===== src/rtl/uart_pkg.sv =====
// rtl/uart_pkg.sv - shared frame constants, tx state encoding and frame checksum helper
package uart_pkg;

    localparam logic [7:0] FRAME_HEAD  = 8'h55;
    localparam logic [7:0] FRAME_TAIL  = 8'hAA;
    localparam logic [7:0] FUNC_HS_PWM = 8'h01;
    localparam logic [7:0] FUNC_LS_PWM = 8'h02;
    localparam int         DATA_NUM    = 14;

    typedef enum logic [2:0] {
        TX_IDLE,
        TX_START,
        TX_DATA,
        TX_STOP,
        TX_NEXT,
        TX_DONE
    } tx_state_t;

    // Modulo-256 sum of func and the first ten payload bytes (frame bytes 1..11).
    function automatic logic [7:0] frame_chksum(input logic [7:0] func, input logic [87:0] payload);
        logic [7:0] sum;
        sum = func;
        for (int i = 1; i < 11; i++) begin
            sum = sum + payload[8*i +: 8];
        end
        return sum;
    endfunction

endpackage


===== src/rtl/uart_byte_tx.sv =====
// rtl/uart_byte_tx.sv - 8N1 byte serialiser with bit-period counter and load/done handshake
module uart_byte_tx
    import uart_pkg::*;
#(
    parameter int BPS_CNT = 434
) (
    input  logic       clk,
    input  logic       rst_n,
    input  logic       i_load,
    input  logic [7:0] i_data,
    output logic       o_txd,
    output logic       o_done
);

    tx_state_t   r_state;
    logic [15:0] r_clk_cnt;
    logic [2:0]  r_bit_cnt;
    logic [7:0]  r_shift;
    logic        w_bit_end;

    assign w_bit_end = (r_clk_cnt == 16'(BPS_CNT - 1));
    // Asserted in the last clock of a stop bit so the next byte can follow with no gap.
    assign o_done    = (r_state == TX_STOP) && w_bit_end;

    always_ff @(posedge clk or negedge rst_n) begin
        if (!rst_n) begin
            r_state   <= TX_IDLE;
            r_clk_cnt <= '0;
            r_bit_cnt <= '0;
            r_shift   <= '0;
            o_txd     <= 1'b1;
        end else begin
            if (r_state == TX_IDLE || w_bit_end) begin
                r_clk_cnt <= '0;
            end else begin
                r_clk_cnt <= r_clk_cnt + 16'd1;
            end
            case (r_state)
                TX_IDLE: begin
                    if (i_load) begin
                        r_state <= TX_START;
                        r_shift <= i_data;
                        o_txd   <= 1'b0;
                    end
                end
                TX_START: begin
                    if (w_bit_end) begin
                        r_state   <= TX_DATA;
                        r_bit_cnt <= '0;
                        o_txd     <= r_shift[0];
                    end
                end
                TX_DATA: begin
                    if (w_bit_end) begin
                        if (r_bit_cnt == 3'd7) begin
                            r_state <= TX_STOP;
                            o_txd   <= 1'b1;
                        end else begin
                            r_bit_cnt <= r_bit_cnt + 3'd1;
                            r_shift   <= r_shift >> 1;
                            o_txd     <= r_shift[1];
                        end
                    end
                end
                TX_STOP: begin
                    if (w_bit_end) begin
                        if (i_load) begin
                            r_state <= TX_START;
                            r_shift <= i_data;
                            o_txd   <= 1'b0;
                        end else begin
                            r_state <= TX_IDLE;
                        end
                    end
                end
                default: begin
                    r_state <= TX_IDLE;
                    o_txd   <= 1'b1;
                end
            endcase
        end
    end

endmodule


===== src/rtl/uart_mult_byte_tx.sv =====
// rtl/uart_mult_byte_tx.sv - 14-byte frame transmitter; UART_TX_CHKSUM_EN replaces byte 12 with a checksum
module uart_mult_byte_tx
    import uart_pkg::*;
#(
    parameter int CLK_FREQ = 50_000_000,
    parameter int UART_BPS = 115200
) (
    input  logic        sys_clk,
    input  logic        sys_rst_n,
    input  logic        send_req,
    input  logic [7:0]  func,
    input  logic [87:0] payload,
    output logic        uart_txd,
    output logic        tx_busy,
    output logic [7:0]  byte_cnt,
    output logic        pack_done
);

    localparam int         BPS_CNT  = CLK_FREQ / UART_BPS;
    localparam logic [7:0] LAST_IDX = 8'(DATA_NUM - 1);

    tx_state_t  r_state;
    logic       r_load;
    logic [7:0] r_pack [DATA_NUM];
    logic       w_accept;
    logic       w_tx_done;
    logic       w_load;
    logic [3:0] w_idx;
    logic [7:0] w_tx_data;

    assign w_accept  = (r_state == TX_IDLE) && send_req;
    assign w_load    = r_load || (w_tx_done && byte_cnt != LAST_IDX);
    assign w_idx     = (r_load || byte_cnt == LAST_IDX) ? 4'd0 : 4'(byte_cnt + 8'd1);
    assign w_tx_data = r_pack[w_idx];

    // Frame is snapshotted at accept so later input changes cannot disturb it.
    always_ff @(posedge sys_clk) begin
        if (w_accept) begin
            r_pack[0] <= FRAME_HEAD;
            r_pack[1] <= func;
            for (int i = 0; i < 10; i++) begin
                r_pack[2 + i] <= payload[87 - 8*i -: 8];
            end
`ifdef UART_TX_CHKSUM_EN
            r_pack[12] <= frame_chksum(func, payload);
`else
            r_pack[12] <= payload[7:0];
`endif
            r_pack[13] <= FRAME_TAIL;
        end
    end

    always_ff @(posedge sys_clk or negedge sys_rst_n) begin
        if (!sys_rst_n) begin
            r_state   <= TX_IDLE;
            r_load    <= 1'b0;
            tx_busy   <= 1'b0;
            byte_cnt  <= '0;
            pack_done <= 1'b0;
        end else begin
            case (r_state)
                TX_IDLE: begin
                    pack_done <= 1'b0;
                    if (send_req) begin
                        r_state  <= TX_START;
                        r_load   <= 1'b1;
                        tx_busy  <= 1'b1;
                        byte_cnt <= '0;
                    end
                end
                TX_START: begin
                    r_load  <= 1'b0;
                    r_state <= TX_DATA;
                end
                TX_DATA: begin
                    if (w_tx_done) begin
                        if (byte_cnt == LAST_IDX) begin
                            r_state   <= TX_DONE;
                            pack_done <= 1'b1;
                            tx_busy   <= 1'b0;
                            byte_cnt  <= '0;
                        end else begin
                            byte_cnt <= byte_cnt + 8'd1;
                        end
                    end
                end
                TX_DONE: begin
                    pack_done <= 1'b0;
                    r_state   <= TX_IDLE;
                end
                default: begin
                    r_state   <= TX_IDLE;
                    r_load    <= 1'b0;
                    tx_busy   <= 1'b0;
                    byte_cnt  <= '0;
                    pack_done <= 1'b0;
                end
            endcase
        end
    end

    uart_byte_tx #(
        .BPS_CNT (BPS_CNT)
    ) u_byte_tx (
        .clk    (sys_clk),
        .rst_n  (sys_rst_n),
        .i_load (w_load),
        .i_data (w_tx_data),
        .o_txd  (uart_txd),
        .o_done (w_tx_done)
    );

endmodule

===== config.mk =====
export PLATFORM = sky130hd
export DESIGN_NAME = uart_mult_byte_tx
export DESIGN_NICKNAME = d
export VERILOG_FILES = /design/src/rtl/uart_pkg.sv /design/src/rtl/uart_byte_tx.sv /design/src/rtl/uart_mult_byte_tx.sv
export SDC_FILE = /design/constraint.sdc
export NUM_CORES = 1
export LEC_CHECK = 0
export ABC_AREA = 0
export BUFFER_PORTS_ARGS = -buffer_cell sky130_fd_sc_hd__buf_2
export CORE_MARGIN = 5
export CORE_UTILIZATION = 56
export CTS_CLUSTER_DIAMETER = 150
export DETAILED_ROUTE_END_ITERATION = 12
export HOLD_SLACK_MARGIN = 0.03
export PLACE_DENSITY = 0.8
export SLEW_MARGIN = 25
export SYNTH_ARGS = -nofsm -noshare
export SYNTH_HDL_FRONTEND = slang
export SYNTH_SLANG_ARGS = --single-unit

===== constraint.sdc =====
create_clock -name sys_clk -period 12.6 [get_ports sys_clk]
set_input_delay 0.63 -clock sys_clk [delete_from_list [all_inputs] [get_ports sys_clk]]
set_output_delay 0.63 -clock sys_clk [all_outputs]
set_load 0.005 [all_outputs]

# ---- After elaboration in Yosys (flattened, before gate mapping)
# Memories as Yosys holds them, arrays and structs flattened.
# Index checks and enable logic that the tools add are counted.
dict set report totals {
  in_bits 99
  wordCells 99
  mem_bits_rw 112
  reg_bits 45
  memories 1
  out_inout_bits 11
}
# name words word_bits rd rd_clocked_by_memory_dff write_ports line_no
set memory_table {}
lappend memory_table {r_pack 14 8 1 0 14 uart_mult_byte_tx.sv:24} ;# logic [7:0] r_pack [DATA_NUM];
dict set report op_classes {
  muxes 42
  eq_ne 19
  n_bitwise 3
  add_sub_neg 3
  n_reduce_logical 21
}
# op n
set ops {}
lappend ops {{$mux W8} 7}
lappend ops {{$pmux W8 S3} 2}
lappend ops {{$mux W3} 11}
lappend ops {{$add A16 B1 Y16 const B} 1}
lappend ops {{$eq A16 B9 Y1 const B} 1}
lappend ops {{$mux W16} 1}
lappend ops {{$mux W1} 13}
lappend ops {{$pmux W3 S4} 1}
lappend ops {{$reduce_and A3 Y1} 4}
lappend ops {{$reduce_and A4 Y1} 3}
lappend ops {{$ne A2 B1 Y1 const B} 5}
lappend ops {{$eq A3 B2 Y1 const B} 3}
lappend ops {{$pmux W3 S3} 1}
lappend ops {{$add A8 B1 Y8 const B} 1}
lappend ops {{$eq A8 B4 Y1 const B} 1}
lappend ops {{$ne A2 B2 Y1 const B} 4}
lappend ops {{$ne A8 B4 Y1 const B} 1}
lappend ops {{$eq A3 B1 Y1 const B} 2}
lappend ops {{$eq A3 B3 Y1 const B} 2}
lappend ops {{$logic_not A3 Y1} 2}
lappend ops {{$pmux W3 S2} 1}
lappend ops {{$reduce_and A5 Y1} 1}
lappend ops {{$mux W4} 1}
lappend ops {{$pmux W1 S2} 2}
lappend ops {{other kinds (10)} 17}

# ---- Longest topological paths before layout
dict set report logic_depth {
  ltp_word 7
  mapped_depth 11
}

# ---- Modules after synthesis
# Synthesis repeated with hierarchy kept, for this count alone.
dict set report hier_totals {
  hier_cells 518
  hier_area_um2 6452.4
}
# mod cells_each area_per_inst_um2 n_inst
set by_module_without_submodules {}
lappend by_module_without_submodules {uart_mult_byte_tx 321 4608.2 1}
lappend by_module_without_submodules {uart_byte_tx 197 1844.3 1}

# ---- Least setup slack after synthesis
# Ideal clock, no wire load.
dict set report synth_timing {
  kind {register -> register}
  startpoint {register r_state[1]}
  endpoint {memory r_pack[10][0] (enable)}
  t_required_ns 11.778
  path_slack_ns 1.375
  setup_time_ns 0.822
  path_stages_with_launch 2
  t_arrival_ns 10.403
  cell_sequence {dfrtp_1 -> nor4b_1}
}
# item line_no
set synth_rtl {}
lappend synth_rtl {{start: declaration} uart_mult_byte_tx.sv:22} ;# tx_state_t r_state;
lappend synth_rtl {{start signal: assignment} uart_mult_byte_tx.sv:55} ;# r_state <= TX_IDLE;
lappend synth_rtl {{start signal: assignment} uart_mult_byte_tx.sv:65} ;# r_state <= TX_START;
lappend synth_rtl {{start signal: assignment} uart_mult_byte_tx.sv:73} ;# r_state <= TX_DATA;
lappend synth_rtl {{end: declaration} uart_mult_byte_tx.sv:24}

# ---- Worst setup path after layout
dict set report layout_timing {
  startpoint {register byte_cnt[0]}
  endpoint {register u_byte_tx.r_shift[1]}
}
dict set report layout_via {
  elab_chain_len 7
}
# item line_no
set layout_rtl {}
lappend layout_rtl {{start: declaration} uart_mult_byte_tx.sv:15} ;# output logic [7:0] byte_cnt,
lappend layout_rtl {{start signal: assignment} uart_mult_byte_tx.sv:83} ;# byte_cnt <= byte_cnt + 8'd1;
lappend layout_rtl {{branches (longest 4 deep; another with $add A8 B1 Y8)} -}
lappend layout_rtl {{$mux W8 (*)} {uart_byte_tx.sv:40, uart_byte_tx.sv:67}}
lappend layout_rtl {{$mux W8} uart_byte_tx.sv:66} ;# if (w_bit_end) begin
lappend layout_rtl {{$pmux W8 S3 (*)} uart_byte_tx.sv:38} ;# case (r_state)
lappend layout_rtl {{end signal: assignment} uart_byte_tx.sv:42} ;# r_shift <= i_data;
lappend layout_rtl {{end signal: assignment} uart_byte_tx.sv:60} ;# r_shift <= r_shift >> 1;
lappend layout_rtl {{end signal: assignment} uart_byte_tx.sv:69} ;# r_shift <= i_data;
lappend layout_rtl {{end: declaration} uart_byte_tx.sv:18} ;# logic [7:0] r_shift;
# Every way passes the cells marked *. The select of a mux whose other input is x is not followed.
# A chain may end at the register's enable or synchronous reset.

==> results.cfg <==
[synthesis]
synth_ff_type = edfxtp_1
synth-edff-count = 96
synth_area_mm2 = 0.006205
syn_inst = 493
ys_async_sr_fraction = 0.3143
ys_seq_area_frac = 0.6423
yosysWarningCount = 0
ys_ff_latch = 140
synth_nets = 602
synthDistinctLibCells = 63
syn_area_per_cell_um2 = 12.59

[drt]
drtIter0Drc = 542
vias = 4498
ant_nets = 0
drt_wl_total_um = 14050
wire_per_inst_um = 18.71
drc = 0
vias_per_cell = 5.989
drt_first_pass_iters = 5

[cells_and_area]
area_growth_pct = 18.65
design_area_mm2 = 0.007362
final_nets = 710
n_antenna_cell = 0
drive_above_1_share = 0.2619
layoutNonFillerInstCount = 751
post-route-util = 0.6791

[timing]
hold_ws_ns = 0.1022
tightest_slew_ns = 0.8819
hold_viol_final = 0
grt_setup_unrepaired = false
final.period_utilization = 0.2606
final_max_slew_viol_count = 0
finalClockSkew_ns = 0.009196
setup_tns_ns = 0
final.min_clock_period_ns = 3.283
setup_viol_count_final = 0
slew_headroom = 0.4121
setup_slack_ns = 9.317
fmax_ghz = 0.3046

[place]
place_ws_ns = 9.370
dpl.hpwl_um = 9824
gp_congestion = 0.8948
dpl_cell_area_mm2 = 0.006843
io_buffers = 109
dp.cells = 722

[floorplan]
die_area_mm2 = 0.01328
core_mm2 = 0.01084
initial_core_util = 0.5724
die_height_um = 115.3
rows = 38
die_w_um = 115.3
ioPinCount = 110

[critical_path]
crit_top_cell = buf_4
path_buf_inv = 2
r2r_end = u_byte_tx.r_shift[1]
timing.rr.start = byte_cnt[0]
crit_chain = buf_4 > ha_1 > buf_4 > nor3b_1 > a221o_1 > a311oi_1 > a2111oi_0 > o31ai_1 > o21ai_0
crit_slowest_cell = nor3b_1
cp_max_fo = 39
cp_slowest_stage_delay_ns = 0.69
critical_path.top_delay_family = compound AO/OA/AOI/OAI gates
r2r_cells = 9
end_kind = flip-flop
r2r_slack_ns = 9.32
crit_path_start_kind = flip-flop
arrival_ns = 3.73
cp.required_ns = 13.05
crit_type = reg -> reg

[pwr]
pwr-share-clk = 0.312
netSwitchingFraction = 0.3055
pwr_density_cell_mw_per_mm2 = 190.5
p_int_mw = 0.9742
p_comb_frac = 0.226
switching_power_mw = 0.4285
p_leak_nw = 2.947
p_seq_frac = 0.462
ir_drop_v = 0.0001228
total_power_mw = 1.403

[clock_network]
cts_hold_repair.buffers = 0
cts_root_buf = clkbuf_8
cts_tree = built
clk_pin_slew_ns = 0.06
ctsHtreeMaxLevel = 4
clockBufferDepth = 2
cts_resized = 0
cts_buffers = 17
clock-sinks = 140
cts_setup_buffers = 0
clock_latency_ns = 0.53

[grt]
grt_overflow_total = 0
grt_pass1_wl_um = 23050
grt_pass1_vias = 4592
grt_start_max_net_pins = 76
grt_util_all_layers = 0.2261
antenna_found_initial = 0

[run_status]
status = completed

[flow_run]
drv_cap = 0

[min_path]
hp-class = in -> async
==> area by class of cell <==
cell class	instances	area (µm²)
inverter	13	48.80
fill	785	3478
timing repair buffer	114	585.6
clock inverter	12	102.6
clock buffer	17	414.1
tap	140	175.2
multi-input combinational	315	2051
sequential	140	3985
==> cell families after synthesis <==
kind of cell	synth area share
compound gates	0.1291
xor+xnor	0.02682
fa+ha+maj	0.02017
buf+inv	0.02823
flops	0.6423
mux	0.02581
simple gates	0.1276
==> Yosys cell counts (2+ instances only) <==
master | number | area (µm²)
nand2b_1 | 12 | 75.07
buf_2 | 11 | 55.05
a21oi_1 | 20 | 100.1
a2111oi_0 | 3 | 26.28
a31oi_1 | 3 | 18.77
nor2_1 | 50 | 187.7
nor4_2 | 2 | 25.02
a221o_1 | 5 | 50.05
inv_1 | 13 | 48.80
or2_2 | 2 | 12.51
or3_1 | 4 | 25.02
o221ai_1 | 5 | 43.79
a311oi_1 | 7 | 61.31
xnor2_1 | 10 | 87.58
clkbuf_1 | 10 | 37.54
a222oi_1 | 2 | 20.02
and3_1 | 5 | 31.28
o31a_1 | 2 | 17.52
o211ai_1 | 2 | 15.01
nor4b_1 | 3 | 26.28
buf_6 | 2 | 22.52
dfrtp_1 | 43 | 1076
and2_1 | 4 | 25.02
o21ai_0 | 24 | 120.1
mux2_2 | 8 | 90.09
a22oi_1 | 5 | 37.54
nand4_1 | 5 | 31.28
nand3_1 | 16 | 80.08
and4_1 | 3 | 26.28
nor3b_1 | 5 | 37.54
a221oi_1 | 5 | 43.79
nor2b_1 | 4 | 25.02
mux2i_1 | 7 | 70.07
edfxtp_1 | 96 | 2883
nand2_1 | 33 | 123.9
o22ai_1 | 8 | 50.05
a32oi_1 | 2 | 17.52
o31ai_1 | 7 | 52.55
nor3_1 | 4 | 20.02
ha_1 | 10 | 125.1
xor2_1 | 9 | 78.83
==> sequential cells by signal (all words and copies together), names as in the netlist, 2 cells and up <==
| register | cells |
|---|---|
| u_byte_tx.r_bit_cnt | 3 |
| r_state | 3 |
| u_byte_tx.r_state | 2 |
| byte_cnt | 8 |
| r_pack | 96 |
| u_byte_tx.r_shift | 8 |
| u_byte_tx.r_clk_cnt | 16 |
==> cells in the final DEF (no fill, tap or decap), types with 3 or more instances in the layout <==
cell and instances:
buf_2 108, a221oi_1 5, edfxtp_1 96, a21oi_1 20
dfrtp_1 43, or3_1 4, mux2i_1 7, nand2b_1 12
nand2_1 33, and4_1 3, buf_4 6, nor3b_1 5
o21ai_0 24, a221o_1 5, clkbuf_16 16, nor3_1 4
a311oi_1 7, nor2_1 50, xor2_1 9, clkinv_2 4
and3_1 5, o221ai_1 5, nand3_1 16, a31oi_1 3
inv_1 13, xnor2_1 10, a22oi_1 5, nor2b_1 4
clkinvlp_4 3, ha_1 10, a2111oi_0 3, nand4_1 5
mux2_2 8, o22ai_1 8, and2_1 4, o31ai_1 7
==> routing by layer <==
layer,vias to the layer above,wire [µm],global-route usage
li1,2090,-,-
met1,2186,5774,0.3007
met2,194,6965,0.3526
met3,28,949,0.05579
met4,0,359,0.1049
met5,-,0,0
==> worst max path at each step <==
stage / endpoint / start / slack [ns] / cells past startpoint
6_report: u_byte_tx.r_shift[1] / byte_cnt[0] / 9.32 / 9
3_3_place_gp: u_byte_tx.r_shift[5] / byte_cnt[0] / 9.62 / 9
5_1_grt: u_byte_tx.r_shift[1] / byte_cnt[0] / 9.10 / 9
2_1_floorplan: r_pack[10][0] / r_state[1] / 1.37 / 1
3_5_place_dp: u_byte_tx.r_shift[3] / byte_cnt[0] / 9.37 / 9
4_1_cts: u_byte_tx.r_shift[3] / byte_cnt[0] / 9.38 / 9
==> power groups by stage <==
stage,combinational (mW),clock (mW),sequential (mW)
floorplan,0.233,0,0.661
global placement,0.299,0,0.654
detailed placement,0.313,0,0.655
CTS,0.316,0.444,0.647
global route,0.349,0.462,0.655
finish,0.317,0.438,0.648
Note: power is estimated with default switching activity, not from simulation.
